==> src/rtl/instruction_fetch_pkg.sv <==
// Shared types and constants for the instruction fetch stage.
package instruction_fetch_pkg;

  typedef enum logic [1:0] {
    S_IDLE = 2'd0,
    S_REQ  = 2'd1,
    S_DROP = 2'd2,
    S_FULL = 2'd3
  } if_state_e;

  typedef struct packed {
    logic [31:0] instr;
    logic [31:0] pc_plus4;
  } ifid_t;

  localparam logic [31:0] NOP_WORD         = 32'h0000_0000;
  localparam logic [31:0] DEFAULT_RESET_PC = 32'h0000_0000;

  function automatic logic [31:0] word_align(input logic [31:0] a);
    return {a[31:2], 2'b00};
  endfunction

endpackage

==> src/rtl/instruction_fetch_program_counter.sv <==
// PC register: redirect load has priority over the +4 step.
module program_counter
  import instruction_fetch_pkg::*;
#(
  parameter logic [31:0] RESET_PC = DEFAULT_RESET_PC
) (
  input  logic        clock,
  input  logic        reset,
  input  logic        load,
  input  logic [31:0] load_addr,
  input  logic        inc,
  output logic [31:0] pc,
  output logic [31:0] pc_inc
);

  // Plain 32-bit add, so the top word wraps to zero.
  assign pc_inc = pc + 32'd4;

  always_ff @(posedge clock or negedge reset) begin
    if (!reset)     pc <= RESET_PC;
    else if (load)  pc <= word_align(load_addr);
    else if (inc)   pc <= pc_inc;
  end

endmodule

==> src/rtl/instruction_fetch.sv <==
// Fetch stage: one outstanding imem read, IF/ID register and a one-word
// skid buffer for a response that lands while decode is stalled.
module instruction_fetch
  import instruction_fetch_pkg::*;
#(
  parameter logic [31:0] RESET_PC = DEFAULT_RESET_PC
) (
  input  logic        clock,
  input  logic        reset,
  input  logic        enable,
  input  logic        stall,
  input  logic        pc_src,
  input  logic [31:0] pc_target,
  output logic        imem_req,
  output logic [31:0] imem_addr,
  input  logic        imem_ack,
  input  logic [31:0] imem_rdata,
  output logic [31:0] instruction,
  output logic [31:0] pc_plus4,
  output logic        if_valid
);

  if_state_e   state;
  ifid_t       ifid_q;
  logic [31:0] hold_q;
  logic [31:0] pc, pc_inc;
  logic        slot_free, pc_step;

  assign slot_free   = !if_valid || !stall;
  assign instruction = ifid_q.instr;
  assign pc_plus4    = ifid_q.pc_plus4;

  // PC advances only when a word actually enters the IF/ID register.
  always_comb begin
    pc_step = 1'b0;
    if (!pc_src) begin
      case (state)
        S_REQ:   pc_step = imem_ack && slot_free;
        S_FULL:  pc_step = !stall;
        default: pc_step = 1'b0;
      endcase
    end
  end

  program_counter #(.RESET_PC(RESET_PC)) u_pc (
    .clock     (clock),
    .reset     (reset),
    .load      (pc_src),
    .load_addr (pc_target),
    .inc       (pc_step),
    .pc        (pc),
    .pc_inc    (pc_inc)
  );

  always_ff @(posedge clock or negedge reset) begin
    if (!reset) begin
      state     <= S_IDLE;
      imem_req  <= 1'b0;
      imem_addr <= RESET_PC;
      ifid_q    <= '0;
      if_valid  <= 1'b0;
      hold_q    <= NOP_WORD;
    end else if (pc_src) begin
      // Flush beats stall and enable; an issued request must still complete.
      if_valid     <= 1'b0;
      ifid_q.instr <= NOP_WORD;
      hold_q       <= NOP_WORD;
      case (state)
        S_REQ: begin
          if (imem_ack) begin
            state    <= S_IDLE;
            imem_req <= 1'b0;
          end else begin
            state    <= S_DROP;
          end
        end
        S_DROP: begin
          if (imem_ack) begin
            state    <= S_IDLE;
            imem_req <= 1'b0;
          end
        end
        default: state <= S_IDLE;
      endcase
    end else begin
      case (state)
        S_IDLE: begin
          if (!stall) if_valid <= 1'b0;
          if (enable && slot_free) begin
            state     <= S_REQ;
            imem_req  <= 1'b1;
            imem_addr <= pc;
          end
        end
        S_REQ: begin
          if (imem_ack) begin
            if (slot_free) begin
              ifid_q   <= '{instr: imem_rdata, pc_plus4: pc_inc};
              if_valid <= 1'b1;
              if (enable) begin
                imem_addr <= pc_inc;
              end else begin
                state    <= S_IDLE;
                imem_req <= 1'b0;
              end
            end else begin
              hold_q   <= imem_rdata;
              state    <= S_FULL;
              imem_req <= 1'b0;
            end
          end else if (!stall) begin
            if_valid <= 1'b0;
          end
        end
        S_DROP: begin
          if (!stall) if_valid <= 1'b0;
          if (imem_ack) begin
            state    <= S_IDLE;
            imem_req <= 1'b0;
          end
        end
        S_FULL: begin
          if (!stall) begin
            ifid_q   <= '{instr: hold_q, pc_plus4: pc_inc};
            if_valid <= 1'b1;
            if (enable) begin
              state     <= S_REQ;
              imem_req  <= 1'b1;
              imem_addr <= pc_inc;
            end else begin
              state     <= S_IDLE;
            end
          end
        end
        default: state <= S_IDLE;
      endcase
    end
  end

endmodule

==> config.mk <==
export PLATFORM = sky130hd
export DESIGN_NAME = instruction_fetch
export DESIGN_NICKNAME = d
export VERILOG_FILES = /design/src/rtl/instruction_fetch_pkg.sv /design/src/rtl/instruction_fetch_program_counter.sv /design/src/rtl/instruction_fetch.sv
export SDC_FILE = /design/constraint.sdc
export NUM_CORES = 1
export LEC_CHECK = 0
export ABC_AREA = 0
export CAP_MARGIN = 15
export CORE_ASPECT_RATIO = 1.25
export CORE_UTILIZATION = 25
export CTS_CLUSTER_DIAMETER = 120
export DETAILED_ROUTE_END_ITERATION = 10
export HOLD_SLACK_MARGIN = 0.06
export PLACE_DENSITY = 0.43
export SYNTH_ARGS = -nofsm -noshare
export SYNTH_HDL_FRONTEND = slang
export SYNTH_HIERARCHICAL = 1
export SYNTH_SLANG_ARGS = --single-unit
==> constraint.sdc <==
create_clock -name clock -period 4.9 [get_ports clock]
set_clock_uncertainty 0.05 [all_clocks]
set_input_delay 0.98 -clock clock [delete_from_list [all_inputs] [get_ports clock]]
set_output_delay 0.98 -clock clock [all_outputs]
set_load 0.01 [all_outputs]
# After elaboration in Yosys (flattened, before gate mapping)
# Index checks and enable logic that the tools add are counted.
# totals
out_inout_bits	98
reg_bits	164
elab_cells	93
# op_classes
n_eq_ne	16
addsub	1
bitwise	1
mux	46
n_reduce_logical	21
# op_table
cell	n
32-bit 2-to-1 mux	12
64-bit 2-to-1 mux	3
64-bit case mux with 2 select lines	1
32-bit case mux with 3 select lines	1
32-bit by 3-bit adder with 32-bit output, second input constant	1
1-bit 2-to-1 mux	16
2-bit 2-to-1 mux	8
3-bit != test, second input constant	5
2-bit != test, second input constant	6
6-bit AND reduction	2
4-bit != test, second input constant	2
2-bit case mux with 4 select lines	1
4-bit AND reduction	2
2-bit nonzero test	4
3-bit nonzero test	2
5-bit AND reduction	1
2-bit == test, second input constant	2
1-bit case mux with 4 select lines	1
2-bit case mux with 2 select lines	1
2-bit OR reduction	2
1-bit case mux with 3 select lines	1
3-bit AND reduction	1
2-bit by 1-bit == test with 1-bit output, second input constant	1
1-bit logical AND	2
6 further kinds	7

# Logic depth before layout (Yosys ltp)
# Gate-level depths: netlist (run 1).
# depth
word_depth	7
mapped_depth	10

# Modules after synthesis
# Netlist (run 1), hierarchy kept.
# by_module_without_submodules
mod	seq_area_each_um2	area_per_inst_um2	n_inst	cells_per_inst
instruction_fetch	3303.2	5831.8	1	418
program_counter	750.7	2427.3	1	294

# Worst setup path before layout (run 1)
# Ideal clock, no wire load.
# synth_path
path_kind	input to register
from	input port stall
to	register u_pc.pc[28]
arrival_ns	2.837
setup_time_ns	0.082
slack_ns	1.931
cell_stages	8
t_required_ns	4.768
cell_sequence	buf_2 -> nand2_1 -> nand3_1 -> a21oi_1 -> inv_1 -> or4_4 -> or4_1 -> a31oi_1
# synth_between
elab_chain_cells	6
# synth_rtl
element	line_no	text
from (decl)	instruction_fetch.sv:11	input logic stall,
1-bit zero test *	-	
1-bit logical OR	instruction_fetch.sv:29	assign slot_free = !if_valid || !stall;
1-bit logical AND	instruction_fetch.sv:38	S_REQ: pc_step = imem_ack && slot_free;
1-bit case mux with 2 select lines *	instruction_fetch.sv:37	case (state)
1-bit 2-to-1 mux *	instruction_fetch.sv:36	if (!pc_src) begin
net pc_step	instruction_fetch.sv:27	logic slot_free, pc_step;
2-bit nonzero test (no source line) *	-	
to (signal assigned)	instruction_fetch_program_counter.sv:21	else if (load) pc <= word_align(load_addr);
to (signal assigned)	instruction_fetch_program_counter.sv:22	else if (inc) pc <= pc_inc;
to (decl)	instruction_fetch_program_counter.sv:12	output logic [31:0] pc,
# The timed path passes the listed nets; every way through them passes the cells marked *.
# A chain may end at the register's enable or synchronous reset.

# Final worst setup path (run 1)
# Same ends and word-level chain as after synthesis.

==> impl_metrics.csv, run 1 <==
group,metric,value,unit
floorplan,rows,74,
floorplan,core_area,32600,um^2
final_layout,area_delta_synth_final,31.1,%
timing,drv_slew,0,
timing,relSlewSlack,0.300,
routing,via_count,6103,
min_path,hold_end,"instruction[29]",
timing,tightestPinTransition,1.04,ns
min_path,min-delay-start,"instruction[29]",
timing,rsz0062_at_grt,"false",
placement,dp_hpwl,15300,um
timing,setup_viol,0,
final_layout,nFillCells,3303,
power,power_density,480,nW/um^2
worst_setup_path,timing.critical_path.slowest_cell_delay,0.63,ns
routing,first_iter_violations,192,
timing,fmax,272,MHz
grt,grt_pass1_vias,6509,
timing,fin_crit_sh,0.751,
worst_setup_path,worst-setup-path-type,"in2reg",
synth,synth.avg_cell_area,11.6,um^2
clock_network,clk_latency,0.43,ns
clock_network,cts_sinks,162,
job,drv_cap,0,
worst_setup_path,critPathMaxFanout,10,
synth,yosysTopAreaCell,"dfrtp_1",
synth,synth_top_cell_area_share,0.491,
floorplan,die_y,205,um
power,peakVddDrop,0.177,mV
clock_network,htreeDepth,4,
grt,grt_use_total,0.146,
grt,grt_overflow_total,0,
worst_setup_path,worst_path_max_delay_cell,"or4_4",
timing,hold_viol_final,0,
synth,yosysSeqAreaShare,0.491,
synth,synth_seq_cells,162,
final_layout,antenna_cells,0,
routing,drc_errors,0,
synth,syn_inst,712,
timing,min_period,3.68,ns
worst_setup_path,crit_chain,"clkdlybuf4s50_1, nand2_1, nand3_1, a21oi_2, inv_1, or4_4, or4_1, a31oi_1",
routing,final_antenna_net_count,0,
final_layout,final_common_cell,"clkdlybuf4s50_1",
clock_network,cts_buffers,17,
clock_network,cts_setup_buffers,0,
placement,io_buffers,165,
floorplan,die_area,33800,um^2
synth,async_flop_share,1.00,
worst_setup_path,cp-end-kind,"flop",
synth,synth.distinct_cells,69,
final_layout,drive_above_1_share,0.183,
worst_setup_path,crit_path_start_kind,"primary input",
worst_setup_path,r2r-end,"u_pc/pc[28]",
clock_network,clk_pin_slew,0.07,ns
grt,grt_pass1_wl,37800,um
worst_setup_path,cp.arrival,3.98,ns
synth,synth_edf_count,0,
clock_network,cts-resized-gates,0,
routing,totalWireLength,23600,um
placement,place.gp.congestion,0.771,
worst_setup_path,worstReg2RegStart,"state[1]",
clock_network,ctsRootBufferMaster,"clkbuf_16",
grt,grt_max_degree,87,
final_layout,utilization,0.332,
synth,synthFlopType,"dfrtp_1",
clock_network,ctsHoldBuffers,0,
floorplan,die-width,165,um
min_path,worstHoldPathCells,1,
final_layout,layout.nets,929,
synth,yosys-top-cells-area,"dfrtp_1 (49%), mux2_2 (12%), mux2i_1 (4.0%)",
min_path,min_path_type,"reg2reg",
synth,synth_warnings,6,
power,p_leak,4.31,nW
timing,setup_ws,1.22,ns
routing,wl_per_cell,18.4,um
final_layout,most-common-layout-cells,"clkdlybuf4s50_1 (163), dfrtp_1 (162), mux2_2 (90), nand2_1 (46)",
outcome,status,"completed",
routing,drtPass1Iterations,4,
floorplan,ios,168,
grt,antenna_found_initial,0,
synth,syn-cell-area,8260,um^2
clock_network,cts_buffer_depth,2,
worst_setup_path,required,5.20,ns
worst_setup_path,r2r_cells,8,
timing,finalSetupTns,0,ns
clock_network,cts_tree,"done",
placement,dp_worst_setup_slack,0.715,ns
floorplan,initial_utilization,0.253,
worst_setup_path,r2r_slack,1.54,ns
routing,post_drt_via_cell_ratio,4.76,
[layout make-up]
type | instances | area (um^2) | area share
sequential | 162 | 4050 | 0.374
inverter | 13 | 48.8 | 0.00451
multi-input combinational | 480 | 3850 | 0.355
clock inverter | 9 | 104 | 0.00959
timing repair buffer | 179 | 1780 | 0.164
clock buffer | 22 | 474 | 0.0438
tap | 418 | 523 | 0.0483
[worst max path at each step]
stage               start           to  slack (ns)  cells after the start
CTS                 stall  u_pc/pc[28]        1.19                      8
finish              stall  u_pc/pc[28]        1.22                      8
floorplan           stall  u_pc/pc[28]        1.93                      8
global route        stall  u_pc/pc[28]        0.97                      8
detailed placement  stall  u_pc/pc[28]        0.71                      8
global placement    stall  u_pc/pc[28]        0.77                      8
[logic make-up (layout without fill, tap and decap cells)]
family                   Yosys count  in the layout  synth area share
buffers and inverters             73            223            0.0497
flip-flops                       162            162             0.491
AO/OA/AOI/OAI                    132            132             0.126
XOR/XNOR                          39             39            0.0414
adder cells (fa/ha/maj)            6              6           0.00909
other                              1              4          0.000454
AND/OR/NAND/NOR                  170            170             0.111
multiplexers                     129            129             0.171
[power breakdown]
group	leakage (nW)	switching (W)	internal, W	total [W]
Clock	0.282	0.000571	0.000787	0.00136
Combinational	1.97	0.000793	0.00109	0.00189
Sequential	2.06	0.000248	0.00170	0.00195
[registers in the layout (all words and copies together), names as in the netlist]
signal and flops:
hold_q 32, if_valid 1, imem_addr 32, imem_req 1, instruction 32, pc_plus4 32, state 2, u_pc/pc 30
[worst max-delay path, delay by kind of cell]
family | cells | cell delay [ns]
AOI/OAI and AO/OA | 2 | 0.61
and+or+nand+nor | 4 | 1.47
buffers and inverters | 2 | 0.91
[cell usage after synthesis (3+ instances only)]
master / number
dfrtp_1: 162
mux2_2: 90
nand2_1: 46
a22o_1: 33
mux2i_1: 33
o2bb2ai_1: 32
nor2_1: 28
nand3_1: 27
xnor2_1: 26
clkbuf_1: 25
nand4_1: 15
o21ai_0: 15
xor2_1: 13
inv_1: 12
a21oi_1: 11
buf_4: 10
nor3_1: 10
buf_6: 8
nor4_1: 8
and3_1: 7
buf_2: 7
ha_1: 6
mux2_1: 6
a211o_1: 5
a31oi_1: 5
buf_1: 5
nor2b_1: 4
a21bo_2: 3
and4_1: 3
nand2b_1: 3
nor4b_1: 3
o311ai_0: 3
[through the flow]
stage	hold slack (ns)	power [W]	instances	instance area (um^2)
6_report	0.439	0.00520	1283	10800
5_1_grt	0.465	0.00553	1283	10800
4_1_cts	0.445	0.00531	1283	10800
3_5_place_dp	0.423	0.00390	1252	10300
3_3_place_gp	0.422	0.00390	1252	10300
2_1_floorplan	0.423	0.00289	715	8270
[routing by layer]
layer,track usage,part of all wire,vias to the layer above
met5,0,0,-
met4,0.0331,0.0081,0
met3,0.0389,0.058,10
met2,0.249,0.49,157
met1,0.184,0.44,3043
li1,-,-,2893
No activity file was read; power rests on OpenSTA's default activity.
==> inputs of run 2 (changes only) <==
Clock period 4.9 ns to 3.84 ns, I/O delays scaled along.
==> run 2 against run 1 <==
  * Hold slack got worse by 0.12 ns
  * Cell count increased by 0.55%
  * Clock power increased by 36%
  * Largest cell class unchanged
  * Largest power group unchanged
  * Highest routed layer unchanged
==> impl_metrics.csv, run 2 (same netlist as run 1, synthesis figures left out) <==
group,metric,value,unit
final_layout,layout.nets,937,
clock_network,cts-resized-gates,0,
final_layout,drive_above_1_share,0.189,
floorplan,ios,168,
timing,setup_viol,0,
timing,finalSetupTns,0,ns
floorplan,die_y,205,um
worst_setup_path,crit_start,"stall",
floorplan,initial_utilization,0.253,
grt,grt_use_total,0.144,
final_layout,antenna_cells,0,
clock_network,cts_buffer_depth,2,
routing,via_count,6112,
placement,io_buffers,165,
worst_setup_path,r2r-end,"u_pc/pc[28]",
clock_network,cts_tree,"done",
worst_setup_path,timing.critical_path.slowest_cell_delay,0.64,ns
final_layout,final_common_cell,"clkdlybuf4s50_1",
worst_setup_path,required,4.14,ns
job,drv_cap,0,
timing,hold_viol_final,0,
clock_network,ctsRootBufferMaster,"clkbuf_16",
power,p_leak,4.36,nW
grt,grt_pass1_vias,6371,
worst_setup_path,r2r_slack,0.98,ns
worst_setup_path,cp-end-kind,"flop",
floorplan,core_area,32600,um^2
clock_network,ctsHoldBuffers,0,
outcome,status,"completed",
final_layout,multi_input_area,3850,um^2
routing,drc_errors,0,
worst_setup_path,worst-setup-path-type,"in2reg",
clock_network,clk_pin_slew,0.07,ns
grt,antenna_found_initial,0,
worst_setup_path,r2r_cells,9,
worst_setup_path,cp.arrival,3.25,ns
routing,totalWireLength,23700,um
timing,min_period,2.95,ns
timing,relSlewSlack,0.459,
worst_setup_path,crit_chain,"clkdlybuf4s50_1, nand2_1, nand3_1, a21oi_2, inv_1, or4_4, or4_1, a31oi_1",
grt,grt_overflow_total,0,
grt,grt_max_degree,79,
timing,drv_slew,0,
timing,tightestPinTransition,0.812,ns
final_layout,utilization,0.335,
clock_network,clk_latency,0.43,ns
timing,fmax,340,MHz
final_layout,most-common-layout-cells,"clkdlybuf4s50_1 (163), dfrtp_1 (162), mux2_2 (90), nand2_1 (46)",
floorplan,rows,74,
routing,post_drt_via_cell_ratio,4.74,
final_layout,nFillCells,3327,
final_layout,area_delta_synth_final,32.3,%
power,peakVddDrop,0.250,mV
power,power_density,618,nW/um^2
placement,dp_hpwl,15500,um
routing,drtPass1Iterations,4,
floorplan,die_area,33800,um^2
clock_network,cts_sinks,162,
final_layout,seqCellArea,4050,um^2
worst_setup_path,crit_path_start_kind,"primary input",
min_path,min_path_type,"in2async",
worst_setup_path,worst_path_max_delay_cell,"or4_4",
floorplan,die-width,165,um
clock_network,htreeDepth,4,
clock_network,cts_setup_buffers,0,
routing,final_antenna_net_count,0,
placement,place.gp.congestion,0.736,
worst_setup_path,critPathMaxFanout,8,
timing,fin_crit_sh,0.767,
timing,rsz0062_at_grt,"false",
routing,wl_per_cell,18.4,um
routing,first_iter_violations,219,
clock_network,cts_buffers,17,
worst_setup_path,worstReg2RegStart,"state[1]",
grt,grt_pass1_wl,36900,um
[run 2: cell types whose count changed in the layout (fill, tap and decap cells not counted)]
cell and change:
bufinv_16 +2, clkinv_4 +1, clkbuf_8 -1, inv_6 -1
buf_4 +8, clkinvlp_4 +1, clkinv_2 -3
[run 2: critical path: cells and delay by family]
kind	cells	cell delay [ns]
AO/OA/AOI/OAI	2	0.38
buffers and inverters	2	0.68
AND/OR/NAND/NOR	4	1.40
[run 2: area by class of cell]
class | instances | area share
flip-flops and latches | 162 | 0.371
multi-input cells | 480 | 0.352
repair buffers | 187 | 0.168
well taps | 418 | 0.0479
clock buffers | 21 | 0.0421
clock inverters | 9 | 0.0143
inverters | 13 | 0.00446
[run 2: through the flow]
stage | total power (W) | setup slack (ns) | area, um^2 | hold WS, ns | cells
floorplan | 0.00369 | 1.08 | 8270 | 0.422 | 715
global route | 0.00718 | 0.755 | 10900 | 0.351 | 1290
CTS | 0.00689 | 0.893 | 10900 | 0.365 | 1290
detailed placement | 0.00498 | 0.426 | 10300 | 0.423 | 1260
finish | 0.00675 | 0.895 | 10900 | 0.319 | 1290
global placement | 0.00498 | 0.449 | 10300 | 0.424 | 1260
[run 2: worst max path at each step]
stage | to | cells after the start
after global routing | u_pc/pc[16] | 10
after global placement | u_pc/pc[20] | 10
after CTS | u_pc/pc[16] | 10
after detailed placement | u_pc/pc[16] | 10
final | u_pc/pc[28] | 8
after floorplan | u_pc/pc[28] | 8
[run 2: report_power, final]
group	switching [W]	internal [W]	leakage, nW
clock network	0.000732	0.00112	0.291
logic	0.00101	0.00140	2.02
registers	0.000321	0.00217	2.06
total	0.00206	0.00469	4.36
[run 2: layer usage]
| layer | vias to the layer above | wire length (um) | track usage | share of wire |
|---|---|---|---|---|
| met4 | 0 | 204 | 0.0400 | 0.0086 |
| li1 | 2901 | - | - | - |
| met5 | - | 0 | 0 | 0 |
| met1 | 3044 | 10600 | 0.181 | 0.45 |
| met3 | 14 | 1530 | 0.0462 | 0.065 |
| met2 | 153 | 11400 | 0.233 | 0.48 |
